`config.mk`:
```
export PLATFORM = sky130hd
export DESIGN_NAME = alu_li_issue_queue
export DESIGN_NICKNAME = d
export VERILOG_FILES = /design/src/rtl/alu_li_pkg.sv /design/src/rtl/alu_li_issue_queue_sync_fifo.sv /design/src/rtl/alu_li_issue_queue.sv
export SDC_FILE = /design/constraint.sdc
export NUM_CORES = 1
export LEC_CHECK = 0
export ABC_AREA = 0
export ABC_CLOCK_PERIOD_IN_PS = 10030
export CAP_MARGIN = 20
export CORE_ASPECT_RATIO = 1.1
export CORE_MARGIN = 2
export CORE_UTILIZATION = 35
export DETAILED_ROUTE_END_ITERATION = 8
export REMOVE_ABC_BUFFERS = 1
export SYNTH_ARGS = -nofsm -noshare
export SYNTH_HDL_FRONTEND = slang
export SYNTH_HIERARCHICAL = 1
export SYNTH_SLANG_ARGS = --single-unit
```
`constraint.sdc`:
```
create_clock -name clk -period 10.03 [get_ports clk]
set_input_delay 2.5075 -clock clk [delete_from_list [all_inputs] [get_ports clk]]
set_output_delay 2.5075 -clock clk [all_outputs]
set_load 0.1 [all_outputs]
```
`src/rtl/alu_li_pkg.sv`:
```
// Shared defaults and payload types for the ALU_LI issue queue.
package alu_li_pkg;

   localparam int unsigned DEFAULT_WIDTH = 32;
   localparam int unsigned DEFAULT_TAG_W = 8;

   typedef struct packed {
      logic [DEFAULT_WIDTH-1:0] a;
      logic [DEFAULT_WIDTH-1:0] b;
      logic                     op;
   } alu_req_t;

   typedef logic [DEFAULT_TAG_W-1:0] tag_t;

endpackage

```
`src/rtl/alu_li_issue_queue_sync_fifo.sv`:
```
// Synchronous FIFO with registered occupancy count; head reads as zero when empty.
module sync_fifo #(
   parameter int unsigned W     = 8,
   parameter int unsigned DEPTH = 4
) (
   input  logic                         clk,
   input  logic                         rst_n,
   input  logic                         push,
   input  logic [W-1:0]                 push_data,
   input  logic                         pop,
   output logic [W-1:0]                 pop_data,
   output logic                         empty,
   output logic [$clog2(DEPTH+1)-1:0]   count
);

   localparam int unsigned CNT_W = $clog2(DEPTH + 1);
   localparam int unsigned PTR_W = (DEPTH > 1) ? $clog2(DEPTH) : 1;

   logic [W-1:0]     mem [DEPTH];
   logic [PTR_W-1:0] wr_ptr;
   logic [PTR_W-1:0] rd_ptr;
   logic             full;
   logic             do_push;
   logic             do_pop;

   // Pointer advance with explicit wrap so non-power-of-2 depths also work.
   function automatic logic [PTR_W-1:0] next_ptr(input logic [PTR_W-1:0] p);
      return (p == PTR_W'(DEPTH - 1)) ? '0 : p + PTR_W'(1);
   endfunction

   assign empty    = (count == '0);
   assign full     = (count == CNT_W'(DEPTH));
   assign do_push  = push & ~full;
   assign do_pop   = pop & ~empty;
   assign pop_data = empty ? '0 : mem[rd_ptr];

   // Pointer and occupancy state.
   always_ff @(posedge clk or negedge rst_n) begin
      if (!rst_n) begin
         wr_ptr <= '0;
         rd_ptr <= '0;
         count  <= '0;
      end else begin
         if (do_push) wr_ptr <= next_ptr(wr_ptr);
         if (do_pop)  rd_ptr <= next_ptr(rd_ptr);
         case ({do_push, do_pop})
            2'b10:   count <= count + CNT_W'(1);
            2'b01:   count <= count - CNT_W'(1);
            default: count <= count;
         endcase
      end
   end

   // Entry storage; contents are don't-care until written.
   always_ff @(posedge clk) begin
      if (do_push) mem[wr_ptr] <= push_data;
   end

endmodule

```
`src/rtl/alu_li_issue_queue.sv`:
```
// Elastic front end for ALU_LI: buffers and tags requests, bounds in-flight
// ops, and re-attaches tag/op to the in-order results.
module alu_li_issue_queue
   import alu_li_pkg::*;
#(
   parameter int unsigned WIDTH        = DEFAULT_WIDTH,
   parameter int unsigned DEPTH        = 4,
   parameter int unsigned MAX_INFLIGHT = 4,
   parameter int unsigned TAG_W        = DEFAULT_TAG_W
) (
   input  logic                                clk,
   input  logic                                reset,
   input  logic [WIDTH-1:0]                    req_a,
   input  logic [WIDTH-1:0]                    req_b,
   input  logic                                req_op,
   input  logic                                req_valid,
   output logic                                req_ready,
   output logic [WIDTH-1:0]                    alu_a,
   output logic [WIDTH-1:0]                    alu_b,
   output logic                                alu_op,
   output logic                                alu_valid,
   input  logic                                alu_ready,
   input  logic [WIDTH-1:0]                    alu_result,
   input  logic                                alu_rvalid,
   output logic                                alu_rready,
   output logic [WIDTH-1:0]                    rsp_result,
   output logic [TAG_W-1:0]                    rsp_tag,
   output logic                                rsp_op,
   output logic                                rsp_valid,
   input  logic                                rsp_ready,
   output logic [$clog2(MAX_INFLIGHT+1)-1:0]   inflight,
   output logic                                proto_err
);

   localparam int unsigned INF_W = $clog2(MAX_INFLIGHT + 1);
   localparam int unsigned CNT_W = $clog2(DEPTH + 1);

   typedef struct packed {
      logic [TAG_W-1:0] tag;
      logic             op;
      logic [WIDTH-1:0] b;
      logic [WIDTH-1:0] a;
   } req_entry_t;

   typedef struct packed {
      logic [TAG_W-1:0] tag;
      logic             op;
   } tag_entry_t;

   logic [TAG_W-1:0] tag_cnt;
   req_entry_t       req_in;
   req_entry_t       req_head;
   logic [CNT_W-1:0] req_count;
   logic             req_empty;
   tag_entry_t       tag_in;
   tag_entry_t       tag_head;
   logic             tag_empty;
   logic             fire_req;
   logic             fire_issue;
   logic             fire_rsp;
   logic             bad_rsp;

   // Request side: accept only with free space, never while in reset.
   assign req_ready = (req_count < CNT_W'(DEPTH)) & reset;
   assign fire_req  = req_valid & req_ready;
   assign req_in    = '{tag: tag_cnt, op: req_op, b: req_b, a: req_a};

   // Issue side: head of queue, throttled by outstanding count.
   assign alu_valid  = ~req_empty & (inflight < INF_W'(MAX_INFLIGHT));
   assign fire_issue = alu_valid & alu_ready;
   assign alu_a      = req_head.a;
   assign alu_b      = req_head.b;
   assign alu_op     = req_head.op;
   assign tag_in     = '{tag: req_head.tag, op: req_head.op};

   // Response side: straight pass-through, tag/op from the oldest outstanding op.
   assign rsp_valid  = alu_rvalid;
   assign rsp_result = alu_result;
   assign alu_rready = rsp_ready;
   assign fire_rsp   = alu_rvalid & rsp_ready & ~tag_empty;
   assign bad_rsp    = alu_rvalid & tag_empty;
   assign rsp_tag    = tag_empty ? '0 : tag_head.tag;
   assign rsp_op     = tag_empty ? 1'b0 : tag_head.op;

   sync_fifo #(
      .W     ($bits(req_entry_t)),
      .DEPTH (DEPTH)
   ) u_req_fifo (
      .clk       (clk),
      .rst_n     (reset),
      .push      (fire_req),
      .push_data (req_in),
      .pop       (fire_issue),
      .pop_data  (req_head),
      .empty     (req_empty),
      .count     (req_count)
   );

   // Occupancy of the tag FIFO is exactly the issued-not-returned count.
   sync_fifo #(
      .W     ($bits(tag_entry_t)),
      .DEPTH (MAX_INFLIGHT)
   ) u_tag_fifo (
      .clk       (clk),
      .rst_n     (reset),
      .push      (fire_issue),
      .push_data (tag_in),
      .pop       (fire_rsp),
      .pop_data  (tag_head),
      .empty     (tag_empty),
      .count     (inflight)
   );

   // Sequence tag counter, wraps naturally at 2^TAG_W.
   always_ff @(posedge clk or negedge reset) begin
      if (!reset) begin
         tag_cnt <= '0;
      end else if (fire_req) begin
         tag_cnt <= tag_cnt + TAG_W'(1);
      end
   end

   // Sticky flag for a result arriving with nothing outstanding.
   always_ff @(posedge clk or negedge reset) begin
      if (!reset) begin
         proto_err <= 1'b0;
      end else if (bad_rsp) begin
         proto_err <= 1'b1;
      end
   end

endmodule

```
---- Yosys cells after proc, flatten, opt, wreduce, memory -nomap -nowiden ----
Memory sizes are Yosys's and may differ from the RTL's.
Index checks and enable logic that the tools add are counted.
operators by class
  add/sub/neg operators ................... 9
  $lt $le $gt $ge ......................... 2
  eq/ne operators ......................... 10
  multiplexer cells ....................... 13
  bitwise operators ....................... 15
  reduce and logical (&&, ||, !) cells .... 4
operators by type and width
  kind                                               count
  two-way mux 73 bit                                 1
  == test 2 bit, second input constant               6
  case mux 3 bit (2 select lines)                    2
  bitwise AND 1 bit                                  11
  adder 2 x 1 -> 2 bit, second input constant        4
  adder 8 x 1 -> 8 bit, second input constant        1
  two-way mux 2 bit                                  4
  two-way mux 8 bit                                  1
  adder 3 x 1 -> 3 bit, second input constant        2
  == test 3 bit, second input constant               2
  zero test 3 bit                                    2
  less-than comparator 3 bit, second input constant  2
  subtractor 3 x 1 -> 3 bit, second input constant   2
  two-way mux 1 bit                                  5
  == test 2 x 1 -> 1 bit, second input constant      2
  NOT 1 bit                                          4
  nonzero test 2 bit                                 2
storage, ports and cells
  flip-flop bits (word level) ............. 23
  RAM bits ................................ 328
  output and inout bits ................... 114
  logic and storage cells ................. 63
  memories kept ........................... 2
memories
  name            depth  width  read ports  clocked after memory_dff  wr ports  RTL line                            source
  u_req_fifo.mem  4      73     1           0                         1         alu_li_issue_queue_sync_fifo.sv:19  logic [W-1:0] mem [DEPTH];
  u_tag_fifo.mem  4      9      1           0                         1         alu_li_issue_queue_sync_fifo.sv:19

---- Logic depth before layout (Yosys ltp) ----
Gate-level depths: netlist of run 1.
  depth in word-level cells ............... 7
  depth in mapped cells ................... 13

---- Modules after synthesis ----
The synthesis of run 1 kept the hierarchy.
by module, submodules not included
  module                   times used  cells an instance  area each (um^2)
  sync_fifo at u_req_fifo  1           501                11453.5
  sync_fifo at u_tag_fifo  1           96                 1881.8
  alu_li_issue_queue       1           80                 748.2

---- Least setup slack after synthesis of run 1 ----
OpenSTA, ideal clock, no wires.
  kind .................................... input to output
  from .................................... input reset
  to ...................................... output req_ready
  data arrival time ....................... 3.842 ns
  slack ................................... 3.681 ns
  stages .................................. 1
  cell sequence ........................... nor2b_1
on the way
  longest elaborated chain between the ends .. 1
RTL lines
  element            RTL line                  source
  from (decl)        alu_li_issue_queue.sv:12  input logic reset,
  bitwise AND 1 bit  alu_li_issue_queue.sv:64  assign req_ready = (req_count < CNT_W'(DEPTH)) & reset;
  to (decl)          alu_li_issue_queue.sv:17  output logic req_ready,
No other way between the ends.

---- Worst setup path after layout of run 1 ----
Ends and elaborated chain as after synthesis.

==> results.ini, run 1 <==
[routing]
detail-route-antenna-nets = 0
drt_pre_antenna_iters = 4
vias_per_cell = 4.78
dr_total_vias = 6501
wire_per_inst_um = 20.2
routed_wl_mm = 27.5
drt_iter0_drc = 372
drc = 0

[critical_path]
rrSetupSlack_ns = 6.96
crit_fanout = 26
crit_arrival_ns = 4.67
reg2regPathDepth = 6
cp-end-kind = output pin
startpoint_type = input port
critPathKind = input port to output pin
worst-endpoint-required_ns = 7.52

[synth]
ys_seq_area_share_pct = 74.0
synth_edf_count = 328
yosysWarnings = 6
ys.flop_type = edfxtp_1
syn-cell-area_um2 = 14100
syn_avg_cell_area_um2 = 20.8
ys_seq_elements = 351
synth_cell_types = 33
syn_inst = 677
synthArstFlopShare_pct = 6.55
yosys-top-cells-area = edfxtp_1 70%, mux4_2 13%, dfrtp_1 4.1%
synth_top_area_share_pct = 69.9
synth_area_leader_cell = edfxtp_1

[floorplan]
die_x_um = 195
io_pins = 217
initial_core_util_pct = 35.2
rows = 77
die_y_um = 214
die_area_um2 = 41900
core_um2 = 40000

[sta]
hold_viol = 0
fin_crit_ns = 7.18
setup-tns-final_ns = 0
max_slew_margin_pct = 29.3
holdWs_ns = 0.451
finClkSkew_ns = 0.0151
setup_violations = 0
period_share_pct = 71.5
tightest_slew_ns = 1.06
finalMaxSlewViolations = 0
fmax_mhz = 139
rsz0062_at_grt = no

[grt]
grt_pass1_vias = 7142
grt_pass1_wl_mm = 43.6
antenna_found_initial = 1
grt_max_degree = 60
track_usage_pct = 13.6
grt_overflow = 0

[cts]
clockBufferDepth = 3
cts-root-buf = clkbuf_16
cts_tree = yes
cts_resized = 0
postCtsSetupBuffers = 0
h-tree-depth = 2
cts_buffers = 38
clk_pin_slew_ns = 0.06
ctsHoldBuffers = 0
clock-sinks = 351
insertion_delay_ns = 0.52

[finish]
drive_gt1_share_pct = 20.7
area_growth_pct = 22.2
fillers = 3458
seq_area_um2 = 10400
nets = 935
multi_input_area_um2 = 3180
diodes = 0

[run_status]
status = complete, no violations

[placement]
dp_hpwl_mm = 16.0
gp_congestion = 0.651
io_buffers = 152

[flow_run]
cap_viol_max_count = 0

[hold_path]
hold_class = flop to flop
min_delay_path_depth = 1

registers in the layout, indices dropped and copies added (netlist names):
| name | flops |
|---|---|
| u_tag_fifo/mem | 36 |
| u_req_fifo/wr_ptr | 2 |
| tag_cnt | 8 |
| u_req_fifo/rd_ptr | 2 |
| u_tag_fifo/count | 3 |
| proto_err | 1 |
| u_tag_fifo/wr_ptr | 2 |
| u_req_fifo/mem | 292 |
| u_tag_fifo/rd_ptr | 2 |
| u_req_fifo/count | 3 |
kinds of logic (layout without fill, tap and decap cells):
family	Yosys count	in the layout	share of synthesized area [%]
flops	351	351	74.0
simple gates	124	124	5.96
mux	93	93	14.0
buf+inv	78	247	3.52
fa+ha+maj	15	15	1.44
xor+xnor	13	13	0.808
compound gates	3	3	0.249
cell type report:
type / instances / area share, %
repair buffers: 162 / 9.28
flip-flops and latches: 351 / 60.6
well taps: 513 / 3.73
clock buffers: 49 / 5.89
multi-input cells: 248 / 18.5
inverters: 16 / 0.349
clock inverters: 20 / 1.62
cell usage after synthesis, types with 6 or more instances:
| cell | n |
|---|---|
| and2_1 | 9 |
| buf_2 | 9 |
| buf_4 | 37 |
| buf_6 | 7 |
| clkbuf_1 | 9 |
| dfrtp_1 | 23 |
| edfxtp_1 | 328 |
| ha_1 | 13 |
| inv_1 | 16 |
| mux2_2 | 8 |
| mux4_2 | 81 |
| nor2_1 | 9 |
| nor2b_1 | 85 |
| nor2b_4 | 8 |
| xnor2_1 | 7 |
| xor2_1 | 6 |
worst paths after layout:
| check | startpoint | endpoint |
|---|---|---|
| max | reset | req_ready |
| min | proto_err | proto_err |
| max reg2reg | u_req_fifo/count[2] | u_req_fifo/mem[2][4] |
| min reg2reg | proto_err | proto_err |
| max in group asynchronous | reset | u_req_fifo/rd_ptr[1] |
| min in group asynchronous | reset | proto_err |
per-layer routing:
layer	track usage [%]	up-vias	routed length [µm]
met3	4.97	38	2050
met2	22.2	170	13500
met4	3.79	4	479
li1	-	2911	-
met1	16.9	3378	11400
met5	1.62	-	75
per-stage QoR:
| step | std cells | area, µm² | setup slack [ns] | util (%) |
|---|---|---|---|---|
| 2_1_floorplan | 615 | 13600 | 1.33 | - |
| 3_3_place_gp | 1290 | 15900 | 2.79 | 39.8 |
| 3_5_place_dp | 1290 | 15900 | 2.78 | 39.8 |
| 4_1_cts | 1359 | 17200 | 2.78 | 43.0 |
| 5_1_grt | 1359 | 17200 | 2.74 | 43.0 |
| 6_report | 1359 | 17200 | 2.85 | 43.0 |
placed cells by master, fill, tap and decap left out, types with 6 or more instances in the layout:
cell / count
ha_1: 13
edfxtp_1: 328
xor2_1: 6
clkbuf_16: 39
mux2_2: 8
nor2b_4: 8
clkbuf_1: 10
buf_4: 10
nor2_1: 9
nor2b_1: 85
dfrtp_1: 21
mux4_2: 81
bufinv_16: 6
clkdlybuf4s50_1: 152
xnor2_1: 7
inv_1: 16
critical path, stage by stage:
cell and delay [ns]:
clkdlybuf4s50_1 0.46, buf_4 0.33, nor2b_1 0.20, clkdlybuf4s50_1 1.15
Power of run 1 is left out: the tool's default activity adds up to more than one toggle a clock period on the data nets, which glitch-free logic cannot reach.
==> run 2, diff against run 1 <==
Settings changed: ABC_CLOCK_PERIOD_IN_PS 10030 to 6500.
Clock period 10.03 ns to 6.5 ns, I/O delays scaled along.
==> run 2 against run 1 <==
Final area is 0.25% higher. Global-route usage is 0.21 points higher. Worst setup slack worse by 1.5 ns. Clock skew is 0.0019 ns lower. Hold slack better by 0.012 ns.
==> results.ini, run 2 (same netlist as run 1, synthesis figures left out) <==
[routing]
vias_per_cell = 4.83
drc = 0
dr_total_vias = 6585
detail-route-antenna-nets = 0
met3_length_mm = 2.06
drt_iter0_drc = 359
wire_per_inst_um = 20.8
route.met2.wl_mm = 13.8
wl_met1_mm = 11.9
top_layer = met5
drt_pre_antenna_iters = 4
routed_wl_mm = 28.3

[cts]
insertion_delay_ns = 0.54
cts_tree = yes
clock-sinks = 351
clk_pin_slew_ns = 0.06
postCtsSetupBuffers = 0
cts_resized = 0
cts-root-buf = clkbuf_16
ctsHoldBuffers = 0
h-tree-depth = 2
cts_buffers = 39
clockBufferDepth = 3

[sta]
tightest_slew_ns = 1.03
fin_ws_ns = 1.31
setup_violations = 0
finalMaxSlewViolations = 0
period_share_pct = 79.9
fmax_mhz = 192
setup-tns-final_ns = 0
finClkSkew_ns = 0.0132
holdWs_ns = 0.463
fin_crit_ns = 5.20
max_slew_margin_pct = 31.0
rsz0062_at_grt = no
hold_viol = 0

[grt]
antenna_found_initial = 1
grt_overflow = 0
grt_pass1_wl_mm = 43.8
grt_max_degree = 53
track_usage_pct = 13.8
grt_pass1_vias = 7043

[critical_path]
crit_fanout = 27
cp-end-kind = output pin
worst-endpoint-required_ns = 4.88
critPathKind = flop to output pin
startpoint_type = flop
crit_arrival_ns = 3.57

[placement]
gp_congestion = 0.661
dp_hpwl_mm = 16.8
pre_cts_ws_ns = 1.61
io_buffers = 152

[hold_path]
hold_class = flop to flop

[flow_run]
cap_viol_max_count = 0

[finish]
mostFrequentLayoutCell = edfxtp_1
final_cell_mix = 328 x edfxtp_1, 151 x clkdlybuf4s50_1, 85 x nor2b_1
diodes = 0
drive_gt1_share_pct = 21.2
nets = 940
largest_reg_flops = 292
fillers = 3483
fin_util_pct = 43.1
regMostFlops = u_req_fifo/mem
biggestRegsByFlops = u_req_fifo/mem x292, u_tag_fifo/mem x36, tag_cnt x8
area_growth_pct = 22.5

[run_status]
status = complete, no violations

[floorplan]
initial_core_util_pct = 35.2
core_um2 = 40000
rows = 77
die_area_um2 = 41900
io_pins = 217
die_y_um = 214
die_x_um = 195

[run 2: per-layer routing]
layer,GRT usage [%],vias up
met2,22.4,182
met5,0.810,-
met4,4.05,4
met3,4.80,44
met1,17.4,3442
li1,-,2913
[run 2: final cells by class]
| type | instances | area (µm²) | area share (%) |
|---|---|---|---|
| Clock inverter | 19 | 230 | 1.33 |
| Inverter | 16 | 60.1 | 0.348 |
| Sequential cell | 351 | 10400 | 60.5 |
| Clock buffer | 51 | 1040 | 6.03 |
| Timing Repair Buffer | 166 | 1660 | 9.63 |
| Tap cell | 513 | 642 | 3.72 |
| Multi-Input combinational cell | 248 | 3180 | 18.5 |
[run 2: worst max-delay path: stages (launching register included)]
cell and delay, ns:
dfrtp_4 0.79, buf_4 0.46, mux4_2 0.59, nor2b_1 0.17, clkdlybuf4s50_1 0.99
[run 2: metrics by stage]
step / instances / instance area, µm²
2_1_floorplan: 615 / 13600
3_3_place_gp: 1294 / 16000
3_5_place_dp: 1294 / 16000
4_1_cts: 1364 / 17300
5_1_grt: 1364 / 17300
6_report: 1364 / 17300
[run 2: final timing paths]
check / startpoint / endpoint / slack, ns / cells after the start
setup / recovery: u_req_fifo/rd_ptr[0] / alu_a[6] / 1.31 / 4
hold / removal: proto_err / proto_err / 0.46 / 1
setup reg to reg: u_req_fifo/count[2] / u_req_fifo/mem[0][55] / 3.50 / 6
hold reg to reg: proto_err / proto_err / 0.46 / 1
max in group asynchronous: reset / u_req_fifo/rd_ptr[1] / 4.62 / 2
min in group asynchronous: reset / tag_cnt[2] / 1.59 / 2
Power of run 2 is left out for the same reason.
